--- src/rtl/exec_monitor.sv ---
// rtl/exec_monitor.sv - breakpoint run-control and ring-buffer trace unit
// Purpose: gates the CPU clock-enable, halts on programmable PC breakpoints
//   (optionally after POST_CYCLES further cycles) and records {pc, alu} for
//   every executed cycle into a ring buffer that is read out while halted.
// Ports:
//   clk_i, rst_n_i                       clock, asynchronous active-low reset
//   cfg_we_i, cfg_idx_i, cfg_pc_i, cfg_en_i  breakpoint channel write
//   arm_i, resume_i                      run-control pulses
//   pc_in_i, alu_in_i                    live CPU PC and ALU result
//   run_en_o, halted_o                   CPU clock-enable, halted flag
//   hit_idx_o, cycle_count_o             last halting channel, executed cycles
//   trace_rd_en_i                        pop oldest trace entry (halted only)
//   trace_rd_data_o, trace_rd_valid_o    popped entry and its one-cycle strobe
//   trace_count_o                        entries currently held
module exec_monitor #(
  parameter int PC_WIDTH    = 8,
  parameter int DATA_WIDTH  = 8,
  parameter int NUM_BP      = 4,
  parameter int POST_CYCLES = 2,
  parameter int TRACE_DEPTH = 16,
  localparam int IDX_W = (NUM_BP > 1) ? $clog2(NUM_BP) : 1,
  localparam int CNT_W = $clog2(TRACE_DEPTH) + 1,
  localparam int ENT_W = PC_WIDTH + DATA_WIDTH
) (
  input  logic                  clk_i,
  input  logic                  rst_n_i,
  input  logic                  cfg_we_i,
  input  logic [IDX_W-1:0]      cfg_idx_i,
  input  logic [PC_WIDTH-1:0]   cfg_pc_i,
  input  logic                  cfg_en_i,
  input  logic                  arm_i,
  input  logic                  resume_i,
  input  logic [PC_WIDTH-1:0]   pc_in_i,
  input  logic [DATA_WIDTH-1:0] alu_in_i,
  output logic                  run_en_o,
  output logic                  halted_o,
  output logic [IDX_W-1:0]      hit_idx_o,
  output logic [31:0]           cycle_count_o,
  input  logic                  trace_rd_en_i,
  output logic [ENT_W-1:0]      trace_rd_data_o,
  output logic                  trace_rd_valid_o,
  output logic [CNT_W-1:0]      trace_count_o
);

  localparam int PTR_W = $clog2(TRACE_DEPTH);
  localparam int PW    = (POST_CYCLES > 0) ? $clog2(POST_CYCLES + 1) : 1;

  typedef enum logic [1:0] {S_IDLE, S_RUN, S_DRAIN, S_HALTED} state_e;

  state_e              state_q, state_d;
  logic [PW-1:0]       post_q, post_d;
  logic [IDX_W-1:0]    hit_idx_q, hit_idx_d;
  logic                mask_q, mask_d;
  logic [31:0]         cycle_q;
  logic [NUM_BP-1:0]   bp_en_q;
  logic [PC_WIDTH-1:0] bp_pc_q [NUM_BP];
  logic [ENT_W-1:0]    mem_q [TRACE_DEPTH];
  logic [PTR_W-1:0]    wr_ptr_q, rd_ptr_q;
  logic [CNT_W-1:0]    cnt_q;
  logic                rd_valid_q;
  logic [ENT_W-1:0]    rd_data_q;

  logic                hit;
  logic [IDX_W-1:0]    hit_sel;
  logic                capture, clear, pop;

  // Breakpoint channel registers; a write is seen by the comparators next cycle.
  always_ff @(posedge clk_i or negedge rst_n_i) begin
    if (!rst_n_i) begin
      bp_en_q <= '0;
      for (int i = 0; i < NUM_BP; i++) bp_pc_q[i] <= '0;
    end else if (cfg_we_i && (int'(cfg_idx_i) < NUM_BP)) begin
      bp_en_q[cfg_idx_i] <= cfg_en_i;
      bp_pc_q[cfg_idx_i] <= cfg_pc_i;
    end
  end

  // Descending scan so the lowest matching channel is the last one assigned.
  // Right after a resume the channel that caused the halt is masked for one
  // cycle so the CPU can step off the breakpoint PC.
  always_comb begin
    hit     = 1'b0;
    hit_sel = '0;
    for (int i = NUM_BP - 1; i >= 0; i--) begin
      if (bp_en_q[i] && (bp_pc_q[i] == pc_in_i) &&
          !(mask_q && (hit_idx_q == IDX_W'(i)))) begin
        hit     = 1'b1;
        hit_sel = IDX_W'(i);
      end
    end
  end

  always_comb begin
    state_d   = state_q;
    post_d    = post_q;
    hit_idx_d = hit_idx_q;
    mask_d    = 1'b0;
    capture   = 1'b0;
    clear     = 1'b0;
    pop       = 1'b0;
    case (state_q)
      S_IDLE: begin
        if (arm_i) begin
          clear     = 1'b1;
          hit_idx_d = '0;
          state_d   = S_RUN;
        end
      end
      S_RUN: begin
        capture = 1'b1;
        if (hit) begin
          hit_idx_d = hit_sel;
          if (POST_CYCLES == 0) begin
            state_d = S_HALTED;
          end else begin
            state_d = S_DRAIN;
            post_d  = PW'(POST_CYCLES);
          end
        end
      end
      S_DRAIN: begin
        capture = 1'b1;
        post_d  = post_q - PW'(1);
        if (post_q <= PW'(1)) state_d = S_HALTED;
      end
      S_HALTED: begin
        if (arm_i) begin
          clear     = 1'b1;
          hit_idx_d = '0;
          state_d   = S_RUN;
        end else begin
          pop = trace_rd_en_i && (cnt_q != '0);
          if (resume_i) begin
            state_d = S_RUN;
            mask_d  = 1'b1;
          end
        end
      end
      default: state_d = S_IDLE;
    endcase
  end

  always_ff @(posedge clk_i or negedge rst_n_i) begin
    if (!rst_n_i) begin
      state_q    <= S_IDLE;
      post_q     <= '0;
      hit_idx_q  <= '0;
      mask_q     <= 1'b0;
      cycle_q    <= '0;
      wr_ptr_q   <= '0;
      rd_ptr_q   <= '0;
      cnt_q      <= '0;
      rd_valid_q <= 1'b0;
      rd_data_q  <= '0;
    end else begin
      state_q    <= state_d;
      post_q     <= post_d;
      hit_idx_q  <= hit_idx_d;
      mask_q     <= mask_d;
      rd_valid_q <= pop;
      if (pop) rd_data_q <= mem_q[rd_ptr_q];

      if (clear) begin
        cycle_q <= '0;
      end else if (capture) begin
        cycle_q <= cycle_q + 32'd1;
      end

      if (clear) begin
        wr_ptr_q <= '0;
        rd_ptr_q <= '0;
        cnt_q    <= '0;
      end else if (capture) begin
        wr_ptr_q <= wr_ptr_q + PTR_W'(1);
        // Full buffer: the oldest entry is overwritten, so the read side moves with it.
        if (cnt_q == CNT_W'(TRACE_DEPTH)) rd_ptr_q <= rd_ptr_q + PTR_W'(1);
        else                              cnt_q    <= cnt_q + CNT_W'(1);
      end else if (pop) begin
        rd_ptr_q <= rd_ptr_q + PTR_W'(1);
        cnt_q    <= cnt_q - CNT_W'(1);
      end
    end
  end

  // Trace storage needs no reset: entries are only read below the count.
  always_ff @(posedge clk_i) begin
    if (capture) mem_q[wr_ptr_q] <= {pc_in_i, alu_in_i};
  end

  assign run_en_o         = (state_q != S_HALTED);
  assign halted_o         = (state_q == S_HALTED);
  assign hit_idx_o        = hit_idx_q;
  assign cycle_count_o    = cycle_q;
  assign trace_rd_data_o  = rd_data_q;
  assign trace_rd_valid_o = rd_valid_q;
  assign trace_count_o    = cnt_q;

endmodule

--- config.mk ---
export PLATFORM = sky130hd
export DESIGN_NAME = exec_monitor
export DESIGN_NICKNAME = d
export VERILOG_FILES = /design/src/rtl/exec_monitor.sv
export SDC_FILE = /design/constraint.sdc
export NUM_CORES = 1
export LEC_CHECK = 0
export CAP_MARGIN = 20
export CORE_MARGIN = 3
export CORE_UTILIZATION = 50
export CTS_BUF_LIST = sky130_fd_sc_hd__clkbuf_8
export CTS_CLUSTER_SIZE = 10
export DETAILED_ROUTE_END_ITERATION = 6
export GPL_ROUTABILITY_DRIVEN = 0
export PLACE_DENSITY = 0.72
export SLEW_MARGIN = 20
export SYNTH_ARGS = -nofsm -noshare
export SYNTH_HDL_FRONTEND = slang
export SYNTH_SLANG_ARGS = --single-unit
--- constraint.sdc ---
create_clock -name clk_i -period 4.5 [get_ports clk_i]
set_input_delay 0.45 -clock clk_i [delete_from_list [all_inputs] [get_ports clk_i]]
set_output_delay 0.45 -clock clk_i [all_outputs]
set_load 0.02 [all_outputs]
==> results.json, run 1 <==
{
  "status": "complete, no violations",
  "finalPower_mw": 9.92,
  "layout_commonest_cell": "edfxtp_1",
  "synth-xor-area-share_pct": 2.36,
  "powerDensity_nw_per_um2": 574,
  "cp_max_fo": 21,
  "synth_fa_ha_area_share_pct": 1.31,
  "critPathArrivalTime_ps": 3160,
  "die_w_um": 178,
  "cts_root_buf": "clkbuf_8",
  "dr.pass1.iters": 5,
  "stdcell_area_um2": 17300,
  "ys_dominant_reg_cell": "edfxtp_1",
  "worst_ep_required_time_ps": 4690,
  "synthCells": 817,
  "post_drt_wl_per_cell_um": 21.7,
  "drv_cap": 0,
  "setup-violations-final": 0,
  "post-route-util_pct": 59.5,
  "period_share_pct": 65.9,
  "timing.hold.ws_ps": 442,
  "die_h_um": 178,
  "syn_area_um2": 14900,
  "cp_cell_sequence": "inv_1 -> ha_1 -> inv_2 -> nor3_1 -> and2_1",
  "tns_ps": 0,
  "yosys_warnings": 0,
  "ys_types": 51,
  "syn2layout_area_growth_pct": 16.1,
  "drt-total-wl_mm": 30.1,
  "synth_edf_count": 256,
  "core-area_um2": 29000,
  "place_ws_ps": 1540,
  "whs_path_depth": 3,
  "floorplan.io_pins": 91,
  "final_cells": 1387,
  "cts_setup_buffers": 0,
  "hold_violations": 0,
  "critical_path.endpoint_type": "flip-flop",
  "vdd_drop_max_v": 0.000445,
  "vias": 7876,
  "fillers": 2227,
  "drt_iter0_drc": 703,
  "dp_hpwl_mm": 18.3,
  "yosysSeqAreaShare_pct": 69.3,
  "num_rows": 62,
  "dieArea_um2": 31900,
  "drc": 0,
  "fin_worst_skew_ps": 29.2,
  "tightestPinTransition_ps": 1090,
  "drv_slew": 0,
  "slowest_delay_ps": 870,
  "critical_path_class": "flip-flop to flip-flop",
  "regArea_um2": 10300,
  "cts_max_level": 2,
  "rsz0062_at_grt": "no",
  "antenna_found_initial": 1,
  "yosys.area_share.simple_pct": 4.97,
  "synth_area_per_cell_um2": 18.2,
  "synth-compound-area-share_pct": 3.02,
  "synth_top_family_by_area": "multiplexers",
  "ys_ff_latch": 361,
  "cts_buffer_depth": 3,
  "grt_pass1_vias": 8190,
  "hp-class": "primary input to flip-flop",
  "synthMuxAreaShare_pct": 17.2,
  "port_buffers": 90,
  "finalCriticalPeriod_ps": 2970,
  "drt-vias-per-instance": 5.68,
  "nNetsFinal": 1003,
  "relSlewSlack_pct": 27.1,
  "power_leakage_nw": 6.08,
  "grt.total_usage_pct": 19.6,
  "synthesis.nets": 865,
  "clk-insertion-delay-late_ps": 600,
  "startpoint_type": "flip-flop",
  "cts.sinks": 361,
  "r2r_cells": 5,
  "cts_made_buffers": 56,
  "multi_input_area_um2": 4310,
  "setup_ws_ps": 1530,
  "cts_tree": "built",
  "final_cell_mix": "edfxtp_1 (256), dfrtp_1 (103), clkdlybuf4s50_1 (89), mux4_2 (67), clkbuf_8 (59)",
  "grt_pass1_wl_mm": 47.0,
  "drtAntennaViolNets": 0,
  "grt_max_degree": 46,
  "clk_pin_slew_ps": 60,
  "initial_core_util_pct": 51.3,
  "place_area_um2": 16200,
  "crit_slowest_cell": "and2_1",
  "num_antenna_cells": 0,
  "synth-async-reset-ratio_pct": 29.1,
  "grt_overflow": 0,
  "fmax_ghz": 0.337,
  "dp_cells": 1280,
  "final_layout_size_suffix_gt1_share_pct": 21.9
}
## Yosys cell counts, types with 4 or more instances
cell type  number  area share [%]
nor2_1         11            0.28
o31ai_1        13            0.66
xnor2_1        29             1.7
a21oi_1         6            0.20
mux2_2         47             3.6
mux2_4          6            0.61
mux4_1         13             2.3
nand3_1        26            0.87
edfxtp_1      256              52
and2_1         16            0.67
inv_1          14            0.35
xor2_1         11            0.65
dfrtp_1       105              18
buf_2           8            0.27
o211ai_1        6            0.30
and3_1          6            0.25
ha_1           14             1.2
o21ai_0        28            0.94
clkbuf_1       10            0.25
nand4_1        10            0.42
nor2b_1         4            0.17
mux2i_1         9            0.61
nand2_1        46             1.2
mux4_2         67              10
nor3_1         12            0.40
and4_1          4            0.24
## final timing paths
| check | slack, ps | endpoint | start |
|---|---|---|---|
| setup / recovery | 1530 | mem_q[8][6] | state_q[0] |
| hold / removal | 440 | mask_q | resume_i |
| setup reg to reg | 1530 | mem_q[8][6] | state_q[0] |
| hold reg to reg | 490 | cycle_count_o[31] | cycle_count_o[31] |
| max in group asynchronous | 3080 | bp_pc_q[1] | rst_n_i |
| min in group asynchronous | 450 | trace_rd_data_o[14] | rst_n_i |
## registers in the layout, summed over array words and instances (netlist names), 4 cells and up
name and flops:
bp_en_q 4, bp_pc_q 32, cycle_count_o 32, mem_q 256
rd_ptr_q 4, trace_count_o 5, trace_rd_data_o 16, wr_ptr_q 4
## where the power goes
part / switching [mW] / total (mW) / internal, mW / leakage (nW)
registers: 0.371 / 4.48 / 4.11 / 3.64
logic: 1.44 / 2.91 / 1.47 / 1.85
clock network: 1.24 / 2.52 / 1.28 / 0.599
## cell type report
| type | instances | share of cell area (%) |
|---|---|---|
| Clock buffer | 59 | 4.70 |
| Clock inverter | 47 | 1.34 |
| Inverter | 15 | 0.326 |
| Multi-Input combinational cell | 412 | 25.0 |
| Sequential cell | 361 | 59.8 |
| Tap cell | 384 | 2.78 |
| Timing Repair Buffer | 109 | 6.09 |
## critical path: cells and delay by family (launching register included)
family | cells | cell delay, ps
simple gates | 2 | 1200
buf+inv | 2 | 360
flops | 1 | 390
fa+ha+maj | 1 | 600
## layer usage
metal | GRT usage [%] | vias up | share of wire [%]
met5 | 0 | - | 0
met4 | 4.38 | 0 | 1.1
met3 | 3.47 | 30 | 5.7
met2 | 32.0 | 224 | 49
met1 | 28.0 | 4091 | 44
li1 | - | 3531 | -
## kinds of logic (layout without fill, tap and decap cells)
kind of cell               after synthesis  in the layout
xor gates and xnor gates                40             40
adders and majority gates               15             15
and+or+nand+nor                        145            145
buffers and inverters                   44            230
DFF                                    361            361
AOI/OAI and AO/OA                       70             70
muxes                                  142            142
## repair_timing
action	CTS	global route
hold buffers	1	0
resized for setup	0	0
hold endpoints to repair	43	0
(Power assumes the default switching activity.)
==> run 2, diff against run 1 <==
Clock period 4.5 ns to 2.95 ns, I/O delays scaled along.
==> run 2 against run 1 <==
Combinational power grew 67%. Power grew 57%. First-iteration DRC count decreased by 12%. Sequential share of layout area decreased by 1.3 points. Non-clock buffer count up 30. Sequential power is 49% higher. Via count is 2.0% higher. Core utilization up 1.4 points. Worst hold slack worse by 160 ps. Critical path type unchanged. Largest cell class unchanged.
==> results.json, run 2 (synthesis results as in run 1) <==
{
  "status": "complete, no violations",
  "hold_violations": 0,
  "fin_worst_skew_ps": 28.6,
  "regMostFlops": "mem_q",
  "hp-class": "primary input to flip-flop",
  "vias": 8031,
  "cts.sinks": 361,
  "critical_path.endpoint_type": "flip-flop",
  "cts_root_buf": "clkbuf_8",
  "tightestPinTransition_ps": 728,
  "place_area_um2": 16500,
  "drt-total-wl_mm": 30.9,
  "drv_cap": 0,
  "grt_max_degree": 45,
  "cts_made_buffers": 57,
  "nNetsFinal": 1034,
  "largest_reg_flops": 256,
  "p_comb_share_pct": 31.2,
  "dr.pass1.iters": 5,
  "port_buffers": 90,
  "vdd_drop_max_v": 0.000688,
  "cts_setup_buffers": 0,
  "worst_ep_required_time_ps": 3470,
  "dieArea_um2": 31900,
  "drt_iter0_drc": 622,
  "finalPower_mw": 15.6,
  "floorplan.io_pins": 91,
  "initial_core_util_pct": 51.3,
  "final_cell_mix": "edfxtp_1 (256), dfrtp_1 (103), clkdlybuf4s50_1 (89), mux4_2 (67), clkbuf_8 (66)",
  "num_rows": 62,
  "period_share_pct": 85.7,
  "final_cells": 1419,
  "relSlewSlack_pct": 51.5,
  "grt_pass1_vias": 8414,
  "drtAntennaViolNets": 0,
  "dp_hpwl_mm": 19.0,
  "clk-insertion-delay-late_ps": 590,
  "p_seq_share_pct": 42.9,
  "num_antenna_cells": 0,
  "critical_path_class": "flip-flop to flip-flop",
  "stdcell_area_um2": 17700,
  "rsz0062_at_grt": "no",
  "cp_cell_sequence": "inv_1 -> ha_1 -> and2_1 -> and4_1 -> nor2b_1 -> nand2_1 -> nor3_1 -> mux2i_1",
  "grt_overflow": 0,
  "powerDensity_nw_per_um2": 883,
  "crit_slowest_cell": "ha_1",
  "tns_ps": 0,
  "drv_slew": 0,
  "cp_max_fo": 9,
  "final_layout_size_suffix_gt1_share_pct": 24.4,
  "startpoint_type": "flip-flop",
  "cts_tree": "built",
  "setup-violations-final": 0,
  "post_drt_wl_per_cell_um": 21.8,
  "critPathArrivalTime_ps": 3050,
  "sw_frac_of_total_pct": 30.5,
  "die_h_um": 178,
  "cts_max_level": 2,
  "grt_pass1_wl_mm": 48.2,
  "cts_buffer_depth": 3,
  "p_switching_mw": 4.75,
  "core-area_um2": 29000,
  "layout_commonest_cell": "edfxtp_1",
  "finalCriticalPeriod_ps": 2530,
  "antenna_found_initial": 0,
  "place_ws_ps": 470,
  "dp_cells": 1310,
  "drc": 0,
  "drt-vias-per-instance": 5.66,
  "p_int_mw": 10.8,
  "setup_ws_ps": 422,
  "fmax_ghz": 0.396,
  "clk_pin_slew_ps": 70,
  "power_frac_clock_pct": 25.9,
  "slowest_delay_ps": 420,
  "die_w_um": 178,
  "power_leakage_nw": 6.33,
  "grt.total_usage_pct": 20.1,
  "syn2layout_area_growth_pct": 18.7
}
## run 2: changes by cell type in the layout (fill, tap and decap cells not counted), sizes merged
cell / delta
clkbuf: +7
inv: +6
clkinv: -11
buf: +30
## run 2: stage by stage
| stage | utilization, % | hold slack [ps] |
|---|---|---|
| 2_1_floorplan | - | -0.591 |
| 3_3_place_gp | 57.0 | 382 |
| 3_5_place_dp | 57.0 | 379 |
| 4_1_cts | 60.9 | 232 |
| 5_1_grt | 60.9 | 298 |
| 6_report | 60.9 | 286 |
## run 2: worst paths after layout
check                                  startpoint            endpoint  slack, ps  cells past startpoint
max in group asynchronous                 rst_n_i         bp_pc_q[28]       1720                      4
worst min register to register  cycle_count_o[31]   cycle_count_o[31]        490                      1
worst max register to register         state_q[0]   cycle_count_o[31]        420                      8
worst min-delay path                     resume_i              mask_q        290                      3
worst max-delay path                   state_q[0]   cycle_count_o[31]        420                      8
min in group asynchronous                 rst_n_i  trace_rd_data_o[1]        300                      2
## run 2: routing by layer
| layer | vias to the layer above | wire length (µm) | track usage (%) |
|---|---|---|---|
| li1 | 3597 | - | - |
| met1 | 4153 | 13400 | 28.9 |
| met4 | 0 | 566 | 5.75 |
| met2 | 239 | 15100 | 32.0 |
| met3 | 42 | 1840 | 3.68 |
| met5 | - | 0 | 0 |
## run 2: power groups by stage
stage	Clock [mW]	Combinational (mW)	Sequential, mW
3_5_place_dp	0	4.92	6.79
2_1_floorplan	0	3.25	6.83
3_3_place_gp	0	4.84	6.76
4_1_cts	4.17	4.94	6.70
6_report	4.04	4.87	6.69
5_1_grt	4.37	5.27	6.77
## run 2: cell type report
| class | count | area [µm²] |
|---|---|---|
| timing repair buffer | 139 | 1380 |
| fill | 2138 | 11400 |
| clock buffer | 66 | 908 |
| tap | 384 | 480 |
| clock inverter | 42 | 204 |
| multi-input combinational | 412 | 4310 |
| sequential | 361 | 10300 |
| inverter | 15 | 56.3 |
## run 2: worst max-delay path, delay by kind of cell (launching register included)
kind	cells	cell delay, ps
and+or+nand+nor	5	1340
muxes	1	210
adders and majority gates	1	420
buffers and inverters	1	80
DFF	1	410
## run 2: timing repair
item | 4_1_cts | 5_1_grt
hold buffers | 1 | 0
hold endpoints to repair | 41 | 0
resized for setup | 0 | 0
==> run 3, diff against run 2 <==
Settings changed: PLACE_DENSITY 0.72 to 0.78, REMOVE_ABC_BUFFERS from default to 1.
==> run 3 against run 2 <==
Routed wire length decreased by 0.73%. Critical path depth unchanged. Combinational power fell by 2%. Non-clock buffer count shrank 7. Clock-buffer cell count decreased by 4. Worst setup slack improved by 83 ps. Design area fell by 0.28%. Global-route usage shrank 0.24 points. First-iteration DRC count fell by 2.3%. Via count fell by 0.85%. Critical path type unchanged.
==> results.json, run 3 (synthesis results as in run 1) <==
{
  "finalPower_mw": 15.5,
  "r2r_start": "state_q[0]",
  "nNetsFinal": 1026,
  "initial_core_util_pct": 51.3,
  "die_h_um": 178,
  "period_share_pct": 82.9,
  "grt_pass1_vias": 8288,
  "critical_path_class": "flip-flop to flip-flop",
  "vias": 7963,
  "fin_worst_skew_ps": 43.4,
  "timing.hold.ws_ps": 249,
  "dr.pass1.iters": 5,
  "num_rows": 62,
  "fillers": 2090,
  "rrSetupSlack_ps": 500,
  "drc": 0,
  "clk-insertion-delay-late_ps": 610,
  "critical_path.endpoint_type": "flip-flop",
  "r2r_end": "cycle_count_o[31]",
  "dp_hpwl_mm": 18.6,
  "port_buffers": 90,
  "tightestPinTransition_ps": 679,
  "cp_max_fo": 9,
  "drt_iter0_drc": 608,
  "num_antenna_cells": 0,
  "antenna_found_initial": 0,
  "setup-violations-final": 0,
  "grt_pass1_wl_mm": 47.6,
  "cts.sinks": 361,
  "cts_made_buffers": 56,
  "relSlewSlack_pct": 54.7,
  "cts_buffer_depth": 3,
  "cts_root_buf": "clkbuf_8",
  "worst_ep_required_time_ps": 3470,
  "drt-total-wl_mm": 30.7,
  "vdd_drop_max_v": 0.000421,
  "clk_pin_slew_ps": 60,
  "drtAntennaViolNets": 0,
  "slowest_delay_ps": 400,
  "status": "complete, no violations",
  "layout_commonest_cell": "edfxtp_1",
  "grt_max_degree": 64,
  "regArea_um2": 10300,
  "syn2layout_area_growth_pct": 18.4,
  "drv_slew": 0,
  "drt-vias-per-instance": 5.66,
  "grt_overflow": 0,
  "regMostFlops": "mem_q",
  "tns_ps": 0,
  "cp_cell_sequence": "inv_1 -> ha_1 -> and2_1 -> and4_1 -> nor2b_1 -> nand2_1 -> nor3_1 -> mux2i_1",
  "hold_violations": 0,
  "cts_max_level": 2,
  "multi_input_area_um2": 4310,
  "critPathArrivalTime_ps": 2970,
  "r2r_cells": 8,
  "grt.total_usage_pct": 19.9,
  "dp_cells": 1303,
  "powerDensity_nw_per_um2": 882,
  "largest_reg_flops": 256,
  "final_cell_mix": "edfxtp_1 (256), dfrtp_1 (103), clkdlybuf4s50_1 (89), mux4_2 (67), clkbuf_8 (62)",
  "dieArea_um2": 31900,
  "fmax_ghz": 0.409,
  "crit_slowest_cell": "dfrtp_1",
  "core-area_um2": 29000,
  "final_layout_size_suffix_gt1_share_pct": 24.1,
  "startpoint_type": "flip-flop",
  "die_w_um": 178,
  "hp-class": "primary input to async pin",
  "floorplan.io_pins": 91,
  "rsz0062_at_grt": "no",
  "cts_tree": "built",
  "post_drt_wl_per_cell_um": 21.8,
  "final_cells": 1408,
  "drv_cap": 0,
  "power_leakage_nw": 6.27,
  "post-route-util_pct": 60.7,
  "finalCriticalPeriod_ps": 2450
}
-- run 3: cell types whose count changed in the layout (fill, tap and decap cells not counted) --
cell / previous run / this run
clkinv_2: 6 / 10
clkinv_4: 0 / 1
inv_1: 39 / 31
buf_4: 40 / 33
nor2_1: 9 / 10
nor2_2: 2 / 1
inv_12: 0 / 1
clkbuf_8: 66 / 62
clkinv_8: 0 / 2
clkinv_1: 7 / 9
clkinvlp_4: 2 / 0
inv_6: 1 / 0
bufinv_16: 1 / 2
-- run 3: layout make-up --
| cell class | count | share of cell area [%] |
|---|---|---|
| clock buffer | 62 | 4.85 |
| clock inverter | 42 | 1.51 |
| inverter | 15 | 0.320 |
| multi-input combinational | 412 | 24.5 |
| sequential | 361 | 58.6 |
| tap | 384 | 2.73 |
| timing repair buffer | 132 | 7.55 |
-- run 3: critical path: cells and delay by family, from the launching register on --
| kind | cells | cell delay, ps |
|---|---|---|
| buffers and inverters | 1 | 80 |
| muxes | 1 | 210 |
| DFF | 1 | 400 |
| adders and majority gates | 1 | 350 |
| and+or+nand+nor | 5 | 1320 |
-- run 3: metrics by stage --
stage	area (µm²)	worst slack, ps
floorplan	14700	-1050
global placement	16500	555
global route	17600	294
finish	17600	505
CTS	17600	484
detailed placement	16500	522
-- run 3: how the worst max path moves through the flow --
stage / from / to / slack (ps) / cells after the start
after CTS: state_q[0] / cycle_count_o[31] / 480 / 8
after global routing: state_q[1] / cycle_count_o[31] / 290 / 8
final: state_q[0] / cycle_count_o[31] / 500 / 8
after global placement: state_q[1] / cycle_count_o[31] / 560 / 8
after floorplan: rd_ptr_q[0] / trace_rd_data_o[15] / -1050 / 3
after detailed placement: state_q[0] / cycle_count_o[31] / 520 / 8
-- run 3: power by group --
part	switching (mW)	leakage (nW)	internal [mW]
Combinational	2.36	1.99	2.39
Clock	1.93	0.643	2.13
Sequential	0.438	3.64	6.27
-- run 3: repair_timing --
action                    CTS  global route
hold buffers                1             0
hold endpoints to repair   42             0
gates resized for setup     0             0
buffers inserted            0             0
-- run 3: metal layers --
layer / wire length (µm) / part of all wire, % / GRT usage (%) / up-vias
met1: 12900 / 42 / 28.0 / 4056
met5: 0 / 0 / 0 / -
met4: 657 / 2.1 / 5.52 / 0
met3: 2010 / 6.5 / 3.87 / 53
li1: - / - / - / 3580
met2: 15100 / 49 / 32.2 / 274
